File: src/rtl/cw305_reg_ml.sv
// Byte-wide USB register file for the CW305 ML target: holds the input, weight and bias
// vectors for the core, returns its outputs, and generates the start pulse and done flag.
`timescale 1ns / 1ps
module cw305_reg_ml #(
   parameter int unsigned pADDR_WIDTH   = 21,
   parameter int unsigned pBYTECNT_SIZE = 7,
   parameter int unsigned pINPUTCNT     = 4,
   parameter int unsigned pWEIGHTCNT    = 16,
   parameter int unsigned pBIASCNT      = 16,
   parameter int unsigned pOUTPUTCNT    = 4
) (
   input  logic                                   usb_clk,
   input  logic                                   reset_n,
   input  logic [pADDR_WIDTH-pBYTECNT_SIZE-1:0]   reg_address,
   input  logic [pBYTECNT_SIZE-1:0]               reg_bytecnt,
   input  logic [7:0]                             write_data,
   output logic [7:0]                             read_data,
   input  logic                                   reg_read,
   input  logic                                   reg_write,
   input  logic                                   reg_addrvalid,
   output logic [8*pINPUTCNT-1:0]                 O_inputs,
   output logic [8*pWEIGHTCNT-1:0]                O_weights,
   output logic [8*pBIASCNT-1:0]                  O_bias,
   output logic                                   O_start,
   input  logic [8*pOUTPUTCNT-1:0]                I_outputs,
   input  logic                                   I_busy
);

   localparam int unsigned AW = pADDR_WIDTH - pBYTECNT_SIZE;

   localparam logic [AW-1:0] AddrGo      = AW'(0);
   localparam logic [AW-1:0] AddrStatus  = AW'(1);
   localparam logic [AW-1:0] AddrInputs  = AW'(4);
   localparam logic [AW-1:0] AddrWeights = AW'(5);
   localparam logic [AW-1:0] AddrBias    = AW'(6);
   localparam logic [AW-1:0] AddrOutputs = AW'(7);

   logic [8*pINPUTCNT-1:0]  inputs_q,  inputs_d;
   logic [8*pWEIGHTCNT-1:0] weights_q, weights_d;
   logic [8*pBIASCNT-1:0]   bias_q,    bias_d;
   logic [7:0]              read_data_q, read_data_d;
   logic                    start_q, start_d;
   logic                    done_q, done_d;
   logic                    busy_prev_q;
   logic                    wr_en, rd_en;
   logic [7:0]              rd_byte;

   assign wr_en = reg_write && reg_addrvalid;
   assign rd_en = reg_read && reg_addrvalid;

   // Byte lanes are matched against the loop index so out-of-range bytecnt writes nothing.
   always_comb begin
      inputs_d  = inputs_q;
      weights_d = weights_q;
      bias_d    = bias_q;
      for (int k = 0; k < int'(pINPUTCNT); k++) begin
         if (wr_en && reg_address == AddrInputs && reg_bytecnt == pBYTECNT_SIZE'(k)) begin
            inputs_d[8*k +: 8] = write_data;
         end
      end
      for (int k = 0; k < int'(pWEIGHTCNT); k++) begin
         if (wr_en && reg_address == AddrWeights && reg_bytecnt == pBYTECNT_SIZE'(k)) begin
            weights_d[8*k +: 8] = write_data;
         end
      end
      for (int k = 0; k < int'(pBIASCNT); k++) begin
         if (wr_en && reg_address == AddrBias && reg_bytecnt == pBYTECNT_SIZE'(k)) begin
            bias_d[8*k +: 8] = write_data;
         end
      end
   end

   // Reads see pre-write storage, so a simultaneous read returns the old byte.
   always_comb begin
      rd_byte = 8'h00;
      case (reg_address)
         AddrStatus: rd_byte = {6'b0, done_q, I_busy};
         AddrInputs: begin
            for (int k = 0; k < int'(pINPUTCNT); k++) begin
               if (reg_bytecnt == pBYTECNT_SIZE'(k)) rd_byte = inputs_q[8*k +: 8];
            end
         end
         AddrWeights: begin
            for (int k = 0; k < int'(pWEIGHTCNT); k++) begin
               if (reg_bytecnt == pBYTECNT_SIZE'(k)) rd_byte = weights_q[8*k +: 8];
            end
         end
         AddrBias: begin
            for (int k = 0; k < int'(pBIASCNT); k++) begin
               if (reg_bytecnt == pBYTECNT_SIZE'(k)) rd_byte = bias_q[8*k +: 8];
            end
         end
         AddrOutputs: begin
            for (int k = 0; k < int'(pOUTPUTCNT); k++) begin
               if (reg_bytecnt == pBYTECNT_SIZE'(k)) rd_byte = I_outputs[8*k +: 8];
            end
         end
         default: rd_byte = 8'h00;
      endcase
   end

   always_comb begin
      read_data_d = rd_en ? rd_byte : read_data_q;
      start_d     = wr_en && (reg_address == AddrGo) && write_data[0];
      // Clearing on the start pulse takes priority over a coincident busy falling edge.
      if (start_q) begin
         done_d = 1'b0;
      end else if (busy_prev_q && !I_busy) begin
         done_d = 1'b1;
      end else begin
         done_d = done_q;
      end
   end

   always_ff @(posedge usb_clk or negedge reset_n) begin
      if (!reset_n) begin
         inputs_q    <= '0;
         weights_q   <= '0;
         bias_q      <= '0;
         read_data_q <= 8'h00;
         start_q     <= 1'b0;
         done_q      <= 1'b0;
         busy_prev_q <= 1'b0;
      end else begin
         inputs_q    <= inputs_d;
         weights_q   <= weights_d;
         bias_q      <= bias_d;
         read_data_q <= read_data_d;
         start_q     <= start_d;
         done_q      <= done_d;
         busy_prev_q <= I_busy;
      end
   end

   assign O_inputs  = inputs_q;
   assign O_weights = weights_q;
   assign O_bias    = bias_q;
   assign read_data = read_data_q;
   assign O_start   = start_q;

endmodule

File: config.mk
export PLATFORM = sky130hd
export DESIGN_NAME = cw305_reg_ml
export DESIGN_NICKNAME = d
export VERILOG_FILES = /design/src/rtl/cw305_reg_ml.sv
export SDC_FILE = /design/constraint.sdc
export NUM_CORES = 1
export LEC_CHECK = 0
export ABC_AREA = 1
export CORE_MARGIN = 8
export CORE_UTILIZATION = 30
export DETAILED_ROUTE_END_ITERATION = 10
export PLACE_DENSITY = 0.51
export SYNTH_ARGS = -nofsm -noshare
export SYNTH_HDL_FRONTEND = slang
export SYNTH_SLANG_ARGS = --single-unit
File: constraint.sdc
create_clock -name usb_clk -period 1.6 [get_ports usb_clk]
set_input_delay 0.4 -clock usb_clk [delete_from_list [all_inputs] [get_ports usb_clk]]
set_output_delay 0.4 -clock usb_clk [all_outputs]
set_load 0.01 [all_outputs]
# After elaboration in Yosys (flattened, before gate mapping)
# Index checks and enable logic that the tools add are counted.
[classes]
n_eq_ne = 20
n_mux = 43
reduce_logical = 48
[op_table]
columns = ["operator", "n"]
rows = [
  ["$mux W8", 40],
  ["$eq A14 B3 Y1 const B", 4],
  ["$eq A7 B4 Y1 const B", 8],
  ["$logic_and A1 B1 Y1", 44],
  ["$pmux W8 S5", 1],
  ["$eq A7 B3 Y1 const B", 4],
  ["$eq A14 B1 Y1 const B", 1],
  ["$eq A7 B2 Y1 const B", 2],
  ["$logic_not A14 Y1", 1],
  ["$eq A7 B1 Y1 const B", 1],
  ["$logic_not A7 Y1", 1],
  ["$mux W1", 2],
  ["$reduce_bool A2 Y1", 1],
  ["$logic_not A1 Y1", 1],
]
[word_totals]
register_bits = 299
input_bits = 67
out_inout_bits = 297
word_cells = 151

# Logic depth before layout (Yosys ltp)
[depth]
word_depth = 18
depth_mapped = 19
depth_no_buf = 17

# Least setup slack after synthesis
# No wires, ideal clock.
[synth_path]
path_kind = "input-to-reg"
start = "input reg_bytecnt[4]"
end = "register read_data_q[4] (netlist: read_data[4])"
setup_ns = 0.117
t_arrival_ns = 1.796
path_slack_ns = -0.313
stages = 15
path_cell_list = "inv_2 nand2_1 nor2_4 buf_6 nand2_2 nor2_4 inv_2 buf_2 or2_0 nand2_1 nand3_1 nand2_1 nand3_1 nand2_1 nand2_1"
[synth_between]
elab_chain_cells = 18
[synth_rtl]
columns = ["item", "line_no", "source"]
rows = [
  ["from (decl)", "15", "input logic [pBYTECNT_SIZE-1:0] reg_bytecnt,"],
  ["$logic_not A7 Y1", "-", ""],
  ["$mux W8, on equally long branches (16 in series)", "90, 85", ""],
  ["$pmux W8 S5 *", "76", "case (reg_address)"],
  ["to (signal assigned)", "128", "read_data_q <= read_data_d;"],
  ["to (decl)", "41", "logic [7:0] read_data_q, read_data_d;"],
]
# Every way passes the cells marked *; elsewhere a longest branch is shown, timed or not.
# A chain may end at the register's enable or synchronous reset.

# Worst setup path after layout
[layout_path]
start = "input reg_bytecnt[2]"
end = "register read_data_q[0] (netlist: read_data[0])"
# The elaborated chain is that of the path after synthesis.

==> flow_metrics.tcl <==
set metrics [dict create \
    cts_buffer_depth 3 \
    max_stage_delay_ns 0.18 \
    slew_headroom 0.689 \
    crit_path_end "read_data[0]$_DFFE_PN0P_" \
    path_max_fanout 14 \
    syn_area_per_cell_sq_um 8.21 \
    antenna_found_initial 0 \
    fin_worst_skew_ns 0.0376 \
    ys_async_sr_fraction 1.00 \
    clk_pin_slew_worst_paths_ns 0.06 \
    n_antenna_cell 0 \
    first_pass_iters 7 \
    grt-ovfl-total 0 \
    drv_slew 0 \
    synth_top_area_share 0.541 \
    via_per_inst 5.12 \
    rsz0062_at_grt "yes" \
    start_util 0.304 \
    violations "setup timing" \
    fin_nets 2504 \
    syn2layout_area_growth_pct 85.4 \
    grt_usage 0.244 \
    r2r_cells 12 \
    post_drt_wl_per_cell_microns 23.2 \
    fin_ws_ns -0.353 \
    finalSetupViolCount 144 \
    hold_viol_final 0 \
    grt_pass1_vias 15000 \
    place_congestion 0.907 \
    utilization 0.564 \
    worstReg2RegEnd "read_data[7]$_DFFE_PN0P_" \
    peakVddDrop_uv 586 \
    path_cells "buf_2 > buf_4 > nand2_4 > buf_6 > nor2_1 > nand2_2 > inv_2 > buf_12 > nand2_1 > nand4_1 > nor2_2 > nand4_1 > nor2_1 > nand3_1 > nand2_2 > nand3_2 > nand2_1 > nand2_1" \
    grt.busiest_layer "met2" \
    yosys-top-cells-area "dfrtp_1 54%, nand2_1 15%, o21ai_0 9.9%, nand3_1 3.4%, nor2_1 3.0%" \
    grt_pass1_wl_microns 99200 \
    drv_cap 0 \
    grt_max_degree 68 \
    worstPathArrival_ns 2.36 \
    placementRows 78 \
    r2r-start "O_bias[23]$_DFFE_PN0P_" \
    fp.dieH_microns 231 \
    synth_fp_nets 1752 \
    drt_iter0_drc 1397 \
    setup_tns_ns -7.30 \
    cts_buffers 36 \
    portBuffers 363 \
    fmax_mhz 512 \
    clock_latency_ns 0.55 \
    grtUsageMet3 0.0443 \
    use_met2 0.401 \
    crit_top_cell "nand2_1" \
    cts_tree "done" \
    critPathKind "in2reg" \
    ys_types 35 \
    p_leak_uw 0.0117 \
    via_count 15700 \
    pin_count 364 \
    ys_warn_count 0 \
    required_ns 2.01 \
    ys.flop_type "dfrtp_1" \
    ys_seq_area_frac 0.541 \
    route.detailed.drc 0 \
    period_share 1.22 \
    final.min_clock_period_ns 1.95 \
    power_density_mw_per_mm2 683 \
    core_sq_mm 0.0455 \
    clock-sinks 299 \
    worst_pin_slew_ns 0.466 \
    htreeDepth 2 \
    syn_area_sq_mm 0.0138 \
    grt.met1_usage 0.324 \
    cts_root_buf "clkbuf_16" \
    die_area_sq_mm 0.0533 \
    dpl.hpwl_microns 47900 \
    reg2reg_slack_ns -0.35 \
    crit_path_end_kind "register" \
    layout-drive-gt1-share 0.498 \
    routed_wl_microns 71200 \
    synth_top_area_cell "dfrtp_1" \
    startpoint "reg_bytecnt[2]" \
    die_x_microns 231 \
    synth_seq_cells 299 \
    synth-edff-count 0 \
    slowest_stage "buf_12" \
    startpoint_type "input port" \
    hold_path_class "in2async" \
    synthCells 1685 \
    final_antenna_net_count 0 \
    status "finished, violations left" \
]
==> layout make-up <==
class,instances,area (sq um)
Timing Repair Buffer,785,7850
Clock buffer,51,1050
Inverter,69,284
Fill cell,4040,19800
Clock inverter,15,240
Tap cell,600,751
Sequential cell,299,7490
Multi-Input combinational cell,1246,7990
==> layout by cell type, fill, tap and decap left out, types with 35 or more instances in the layout <==
| cell | netlist | routed |
|---|---|---|
| dfrtp_1 | 299 | 293 |
| o21ai_1 | 28 | 187 |
| clkdlybuf4s15_2 | 0 | 74 |
| inv_1 | 56 | 53 |
| nand2_2 | 14 | 206 |
| buf_2 | 37 | 90 |
| clkdlybuf4s15_1 | 0 | 52 |
| buf_12 | 0 | 45 |
| nand4_1 | 36 | 36 |
| nor2_1 | 111 | 95 |
| clkdlybuf4s50_1 | 0 | 44 |
| nand3_1 | 93 | 70 |
| nand2_8 | 0 | 58 |
| buf_6 | 3 | 181 |
| o21ai_2 | 0 | 81 |
| nand2_1 | 548 | 291 |
| o21ai_0 | 275 | 35 |
| nand2_4 | 12 | 43 |
| buf_4 | 7 | 253 |
| a21oi_1 | 38 | 38 |
| clkbuf_16 | 0 | 44 |
==> Yosys cell counts (8+ instances only) <==
| master | n |
|---|---|
| clkbuf_1 | 47 |
| nand2_2 | 14 |
| o22ai_1 | 8 |
| nor2_4 | 11 |
| buf_2 | 37 |
| dfrtp_1 | 299 |
| a21oi_1 | 38 |
| or2_2 | 8 |
| nand4_1 | 36 |
| nand3_1 | 93 |
| nand2_1 | 548 |
| nand2_4 | 12 |
| o21ai_0 | 275 |
| nor2_1 | 111 |
| inv_2 | 13 |
| inv_1 | 56 |
| o21ai_1 | 28 |
==> through the flow <==
stage	hold WS, ns	worst slack, ns	cells	instance area [sq um]	total power, uW
after floorplan	0.104	-0.281	1685	14000	7900
after global placement	0.277	-1.58	2789	20000	8550
after detailed placement	0.272	-1.57	2789	20000	8550
after CTS	0.313	-0.430	3019	23400	17500
after global routing	0.323	-0.472	3065	25700	17900
final	0.322	-0.353	3065	25700	17500
==> critical path: cells and delay by family <==
family                 cells  cell delay (ns)
AND/OR/NAND/NOR           13             1.33
buffers and inverters      5             0.64
==> logic make-up (layout without fill, tap and decap cells) <==
family	after synthesis	count (layout)	share of synthesized area
AND/OR/NAND/NOR	855	879	0.271
buffers and inverters	164	920	0.0522
flip-flops	299	299	0.541
AO/OA/AOI/OAI	367	367	0.136
==> registers in the layout (all words and copies together) (netlist names) <==
register / count
O_bias: 128
done_q: 1
busy_prev_q: 1
O_start: 1
read_data: 8
O_weights: 128
O_inputs: 32
==> layer usage <==
metal  up-vias  routed length (microns)  share of wire
met5         -                        0              0
met4         0                     2530          0.036
met3       132                     4660          0.065
met2       622                    34300           0.48
met1      7796                    29800           0.42
li1       7137                        -              -
==> repair_timing <==
item,4_1_cts,5_1_grt
gates resized for setup,1461,634
cloned,16,22
pin swaps,68,162
buffers inserted,153,29
hold buffers,1,0
hold endpoints to repair,24,0
setup endpoints to repair,593,460
==> worst min path at each step <==
stage / start / to / slack, ns / cells after the start
6_report: reset_n / O_bias[42]$_DFFE_PN0P_ / 0.32 / 2
5_1_grt: reset_n / O_bias[49]$_DFFE_PN0P_ / 0.32 / 2
3_3_place_gp: reset_n / O_bias[49]$_DFFE_PN0P_ / 0.28 / 1
2_1_floorplan: reset_n / O_bias[0]$_DFFE_PN0P_ / 0.10 / 0
4_1_cts: reset_n / O_weights[94]$_DFFE_PN0P_ / 0.31 / 2
3_5_place_dp: reset_n / O_bias[49]$_DFFE_PN0P_ / 0.27 / 1
==> report_power, final <==
group / total [uW] / switching (uW) / internal [uW] / leakage, uW
clock network: 9000 / 3430 / 5560 / 0.000637
logic: 957 / 608 / 348 / 0.00690
registers: 7560 / 0.424 / 7560 / 0.00416
total: 17500 / 4040 / 13500 / 0.0117
Note: power is estimated with default switching activity, not from simulation.
